===== src/rtl/command_word_sequencer_pkg.sv =====
// cmd_seq_pkg: shared state encoding and decode bit positions for the command word sequencer
package cmd_seq_pkg;
    typedef enum logic [1:0] {
        CMD_READY     = 2'd0,
        CMD_WAIT_ICW2 = 2'd1,
        CMD_WAIT_ICW3 = 2'd2,
        CMD_WAIT_ICW4 = 2'd3
    } cmd_state_t;
    localparam int ICW1_SEL_BIT = 4;
    localparam int OCW3_SEL_BIT = 3;
endpackage


===== src/rtl/command_word_sequencer_bus_write_detector.sv =====
// bus_write_detector: samples CPU write activity and emits a one-cycle commit with captured A0/data (CMD_SEQ_INPUT_SYNC_EN adds 2-flop input synchronizers)
module bus_write_detector (
    input  logic       clock,
    input  logic       reset,
    input  logic       chip_select_n,
    input  logic       write_enable_n,
    input  logic       address,
    input  logic [7:0] data_bus_in,
    output logic       write_commit,
    output logic       commit_address,
    output logic [7:0] commit_data
);
    logic cs_s, we_s, active, active_q;
`ifdef CMD_SEQ_INPUT_SYNC_EN
    logic [1:0] cs_sync, we_sync;
    // two-flop synchronizers, idling at the inactive (high) level
    always_ff @(posedge clock or posedge reset)
        if (reset) begin
            cs_sync <= 2'b11;
            we_sync <= 2'b11;
        end else begin
            cs_sync <= {cs_sync[0], chip_select_n};
            we_sync <= {we_sync[0], write_enable_n};
        end
    assign cs_s = cs_sync[1];
    assign we_s = we_sync[1];
`else
    assign cs_s = chip_select_n;
    assign we_s = write_enable_n;
`endif
    assign active = ~cs_s & ~we_s;
    // track activity, capture the bus while active, pulse commit when activity ends
    always_ff @(posedge clock or posedge reset)
        if (reset) begin
            active_q       <= 1'b0;
            write_commit   <= 1'b0;
            commit_address <= 1'b0;
            commit_data    <= 8'h00;
        end else begin
            active_q     <= active;
            write_commit <= active_q & ~active;
            if (active) begin
                commit_address <= address;
                commit_data    <= data_bus_in;
            end
        end
endmodule


===== src/rtl/command_word_sequencer.sv =====
// command_word_sequencer: 8259A ICW/OCW write decoder, init FSM and config registers (optional CMD_SEQ_INPUT_SYNC_EN synchronizes chip_select_n/write_enable_n)
module command_word_sequencer
    import cmd_seq_pkg::*;
(
    input  logic        clock,
    input  logic        reset,
    input  logic        chip_select_n,
    input  logic        write_enable_n,
    input  logic        address,
    input  logic [7:0]  data_bus_in,
    output logic [7:0]  internal_data_bus,
    output logic        write_initial_command_word_1,
    output logic        write_initial_command_word_2,
    output logic        write_initial_command_word_3,
    output logic        write_initial_command_word_4,
    output logic        write_operation_control_word_1,
    output logic        write_operation_control_word_2,
    output logic        write_operation_control_word_3,
    output logic [1:0]  command_state,
    output logic        init_done,
    output logic        level_or_edge_triggered_config,
    output logic        single_or_cascade_config,
    output logic        set_icw4_config,
    output logic        call_address_interval_4_or_8_config,
    output logic [10:0] interrupt_vector_address,
    output logic [7:0]  cascade_device_config,
    output logic        u8086_or_mcs80_config,
    output logic        auto_eoi_config,
    output logic        buffered_master_or_slave_config,
    output logic        buffered_mode_config,
    output logic        special_fully_nest_config,
    output logic [7:0]  interrupt_mask
);
    logic       write_commit, commit_address;
    logic [7:0] commit_data;
    cmd_state_t state, next_state;
    logic dec_icw1, dec_icw2, dec_icw3, dec_icw4, dec_ocw1, dec_ocw2, dec_ocw3, done_set;

    bus_write_detector u_detector (
        .clock          (clock),
        .reset          (reset),
        .chip_select_n  (chip_select_n),
        .write_enable_n (write_enable_n),
        .address        (address),
        .data_bus_in    (data_bus_in),
        .write_commit   (write_commit),
        .commit_address (commit_address),
        .commit_data    (commit_data)
    );

    // decode the committed write against the current state and pick the next state
    always_comb begin
        dec_icw1   = write_commit & ~commit_address & commit_data[ICW1_SEL_BIT];
        dec_ocw2   = write_commit & ~commit_address & ~commit_data[ICW1_SEL_BIT] & ~commit_data[OCW3_SEL_BIT] & (state == CMD_READY);
        dec_ocw3   = write_commit & ~commit_address & ~commit_data[ICW1_SEL_BIT] & commit_data[OCW3_SEL_BIT] & (state == CMD_READY);
        dec_ocw1   = write_commit & commit_address & (state == CMD_READY);
        dec_icw2   = write_commit & commit_address & (state == CMD_WAIT_ICW2);
        dec_icw3   = write_commit & commit_address & (state == CMD_WAIT_ICW3);
        dec_icw4   = write_commit & commit_address & (state == CMD_WAIT_ICW4);
        next_state = dec_icw1 ? CMD_WAIT_ICW2 :
                     dec_icw2 ? (!single_or_cascade_config ? CMD_WAIT_ICW3 : set_icw4_config ? CMD_WAIT_ICW4 : CMD_READY) :
                     dec_icw3 ? (set_icw4_config ? CMD_WAIT_ICW4 : CMD_READY) :
                     dec_icw4 ? CMD_READY : state;
        done_set   = (dec_icw2 | dec_icw3 | dec_icw4) & (next_state == CMD_READY);
    end

    assign command_state = state;

    // FSM state and init completion flag
    always_ff @(posedge clock or posedge reset)
        if (reset) begin
            state     <= CMD_READY;
            init_done <= 1'b0;
        end else begin
            state     <= next_state;
            init_done <= dec_icw1 ? 1'b0 : done_set ? 1'b1 : init_done;
        end

    // one-cycle strobes and the data word that goes with them
    always_ff @(posedge clock or posedge reset)
        if (reset) begin
            {write_initial_command_word_1, write_initial_command_word_2, write_initial_command_word_3,
             write_initial_command_word_4, write_operation_control_word_1, write_operation_control_word_2,
             write_operation_control_word_3} <= 7'b0;
            internal_data_bus <= 8'h00;
        end else begin
            {write_initial_command_word_1, write_initial_command_word_2, write_initial_command_word_3,
             write_initial_command_word_4, write_operation_control_word_1, write_operation_control_word_2,
             write_operation_control_word_3} <= {dec_icw1, dec_icw2, dec_icw3, dec_icw4, dec_ocw1, dec_ocw2, dec_ocw3};
            if (write_commit) internal_data_bus <= commit_data;
        end

    // configuration registers loaded by ICW1-4 and OCW1
    always_ff @(posedge clock or posedge reset)
        if (reset) begin
            level_or_edge_triggered_config      <= 1'b0;
            single_or_cascade_config            <= 1'b0;
            set_icw4_config                     <= 1'b0;
            call_address_interval_4_or_8_config <= 1'b0;
            interrupt_vector_address            <= 11'h000;
            cascade_device_config               <= 8'h00;
            {special_fully_nest_config, buffered_mode_config, buffered_master_or_slave_config,
             auto_eoi_config, u8086_or_mcs80_config} <= 5'b0;
            interrupt_mask                      <= 8'h00;
        end else begin
            if (dec_icw1) begin
                level_or_edge_triggered_config      <= commit_data[3];
                call_address_interval_4_or_8_config <= commit_data[2];
                single_or_cascade_config            <= commit_data[1];
                set_icw4_config                     <= commit_data[0];
                interrupt_vector_address[2:0]       <= commit_data[7:5];
                cascade_device_config               <= 8'h00;
                {special_fully_nest_config, buffered_mode_config, buffered_master_or_slave_config,
                 auto_eoi_config, u8086_or_mcs80_config} <= 5'b0;
                interrupt_mask                      <= 8'h00;
            end
            if (dec_icw2) interrupt_vector_address[10:3] <= commit_data;
            if (dec_icw3) cascade_device_config <= commit_data;
            if (dec_icw4) {special_fully_nest_config, buffered_mode_config, buffered_master_or_slave_config,
                           auto_eoi_config, u8086_or_mcs80_config} <= commit_data[4:0];
            if (dec_ocw1) interrupt_mask <= commit_data;
        end
endmodule


===== config.mk =====
export PLATFORM = sky130hd
export DESIGN_NAME = command_word_sequencer
export DESIGN_NICKNAME = d
export VERILOG_FILES = /design/src/rtl/command_word_sequencer_pkg.sv /design/src/rtl/command_word_sequencer_bus_write_detector.sv /design/src/rtl/command_word_sequencer.sv
export SDC_FILE = /design/constraint.sdc
export NUM_CORES = 1
export LEC_CHECK = 0
export ABC_AREA = 1
export ABC_CLOCK_PERIOD_IN_PS = 2600
export BUFFER_PORTS_ARGS = -buffer_cell sky130_fd_sc_hd__buf_2
export CORE_MARGIN = 5
export CORE_UTILIZATION = 54
export CTS_BUF_LIST = sky130_fd_sc_hd__clkbuf_4
export CTS_CLUSTER_DIAMETER = 120
export DETAILED_ROUTE_END_ITERATION = 12
export PLACE_DENSITY = 0.86
export SYNTH_ARGS = -nofsm -noshare
export SYNTH_HDL_FRONTEND = slang
export SYNTH_SLANG_ARGS = --single-unit

===== constraint.sdc =====
create_clock -name clock -period 2.6 [get_ports clock]
set_input_delay 0.39 -clock clock [delete_from_list [all_inputs] [get_ports clock]]
set_output_delay 0.39 -clock clock [all_outputs]
set_load 0.02 [all_outputs]

==> impl_metrics.toml <==
[status]
status = "completed"

[clock_network]
cts_resized = 0
clockRootBuffer = "clkbuf_4"
cts_tree = "yes"
htree_num_levels = 3
cts_buffers = 9
path_clk_slew_ns = 0.10
clockBufferDepth = 2
hold_buffers = 0
clkLatencyLatePin_ns = 0.40
cts_setup_buffers = 0
cts.sinks = 65

[synthesis]
synth.ff_latch_count = 65
yosys_warnings = 0
yosys-top-cells-area = "dfrtp_1 64%, o21ai_2 7.2%, nand2_1 6.2%"
ys_types = 19
syn_inst = 237
synth_area_um2 = 2540
yosysTopAreaCellShare_pct = 63.9
avgSynthCellArea_um2 = 10.7
yosysTopAreaCell = "dfrtp_1"
synth_nets = 250
yosysSeqAreaShare_pct = 63.9

[global_routing]
gr-total-overflow = 0
grt_pass1_wl_um = 9070
first_global_vias = 1876
grt_antenna_before_repair = 0
grt_max_degree = 38
track_usage_pct = 19.6

[cells_and_area]
nNetsFinal = 319
final_cell_mix = "66 x buf_2, 65 x dfrtp_1, 42 x nand2_1"
antennaDiodeCount = 0
mostFrequentLayoutCell = "buf_2"
drive_above_1_share_pct = 37.7
syn2layout_area_growth_pct = 18.9

[critical_path]
crit_path_end_kind = "register"
cp.arrival_ns = 1.99
critPathKind = "register to register"
path_cells = "inv_1 > nand3_2 > nand2_1 > nor2_2 > nor2_1 > nor2_1 > nor2_1"
critical-path-max-stage-delay_ns = 0.54
worst_path_dominant_cell_family = "simple AND/OR/NAND/NOR gates"
crit_top_cell = "nor2_1"
worstSetupStartpointType = "register"
crit_required_ns = 2.93
cp_slowest_cell = "nand3_2"
crit_buf_inv = 1
crit_path_max_fanout = 37

[placement]
dp_slack_ns = 0.953
port_buffers = 66
place_congestion = 0.795
hpwl_um = 3780

[timing]
setup_ws_ns = 0.934
fmax_mhz = 600
tightest_slew_ns = 0.693
final_hold_viol_count = 0
min_period_over_period_pct = 64.1
tns_ns = 0
slew_viol_final = 0
final.setup_skew_ns = 0.0130
setup_viol = 0
grt_setup_unrepaired = "false"
relSlewSlack_pct = 53.8
period_needed_ns = 1.67

[die]
die-area_um2 = 6180
die_y_um = 78.6
rows = 25
top_level_ports = 67
die_width_um = 78.6
core_um2 = 4660
initial_core_util_pct = 54.6

[detailed_routing]
drtIter0Drc = 128
final_antenna_net_count = 0
wire_per_inst_um = 14.9
wirelength_um = 5420
via_per_inst = 5.27
drtPass1Iterations = 4
routed-via-count = 1920
drcViolationCount = 0

[pwr]
ir_drop_mv = 0.413
cellPowerDensity_nw_per_um2 = 998
leakagePower_nw = 1.66

[flow_run]
maxCapViolCount = 0

[hold_path]
hp-class = "input pin to asynchronous set/reset pin"
-- metal layers --
layer | GRT usage, % | vias up | share of wire, %
met5 | 0 | - | 0
met4 | 11.2 | 0 | 2.9
met3 | 4.82 | 15 | 6.3
met2 | 29.3 | 77 | 46
met1 | 26.2 | 916 | 45
li1 | - | 912 | -
-- stage by stage --
step           std cells  instance area, um^2  hold slack, ns  total power, W  util [%]
6_report             364                 3030          0.0952         0.00302      64.9
3_5_place_dp         349                 2900           0.424         0.00243      62.3
5_1_grt              364                 3030           0.143         0.00321      64.9
4_1_cts              364                 3030           0.102         0.00305      64.9
3_3_place_gp         349                 2900           0.407         0.00240      62.3
2_1_floorplan        237                 2540           0.403         0.00207         -
-- synthesized netlist by cell type --
cell and n:
buf_4 1, nand3_1 23, o21ai_0 31, nor2_1 11, nand2_2 1, buf_6 3
inv_1 19, inv_2 3, nor2_4 1, nor3_4 1, dfrtp_1 65, nand2_1 42
buf_2 2, nand2_4 2, nand3_2 4, nand4_1 1, clkbuf_1 4, o21ai_2 21
nor2_2 2
-- worst paths after layout --
check | endpoint | cells past startpoint | startpoint | slack [ns]
min in group clock | u_detector.commit_data[0] | 3 | data_bus_in[0] | 0.21
max in group asynchronous | u_detector.commit_address | 3 | reset | 1.89
setup / recovery | init_done | 7 | u_detector.commit_address | 0.93
hold / removal | interrupt_vector_address[6] | 2 | reset | 0.1
setup reg to reg | init_done | 7 | u_detector.commit_address | 0.93
hold reg to reg | write_operation_control_word_2 | 1 | u_detector.commit_data[3] | 0.43
-- cells by family after synthesis --
family	share of synthesized area (%)
AND/OR/NAND/NOR	16.9
AO/OA/AOI/OAI	13.3
flip-flops	63.9
buffers and inverters	5.85
-- report_power, final --
group	total, W	internal, W	switching, W
Sequential	0.00142	0.00126	0.000164
Clock	0.000626	0.000290	0.000336
Combinational	0.000973	0.000323	0.000650
Total	0.00302	0.00187	0.00115
-- sequential cells by signal (all words and copies together) (netlist names), 2 cells and up --
signal and cells:
interrupt_vector_address 11, cascade_device_config 8, internal_data_bus 8, interrupt_mask 8
u_detector.commit_data 8, command_state 2
-- final cells by class --
| class | instances | area, um^2 |
|---|---|---|
| clock buffer | 10 | 75.1 |
| clock inverter | 5 | 47.5 |
| fill | 374 | 1640 |
| inverter | 22 | 82.6 |
| multi-input combinational | 140 | 768 |
| sequential | 65 | 1630 |
| tap | 54 | 67.6 |
| timing repair buffer | 68 | 358 |
Power figures use the tool's default switching activity.
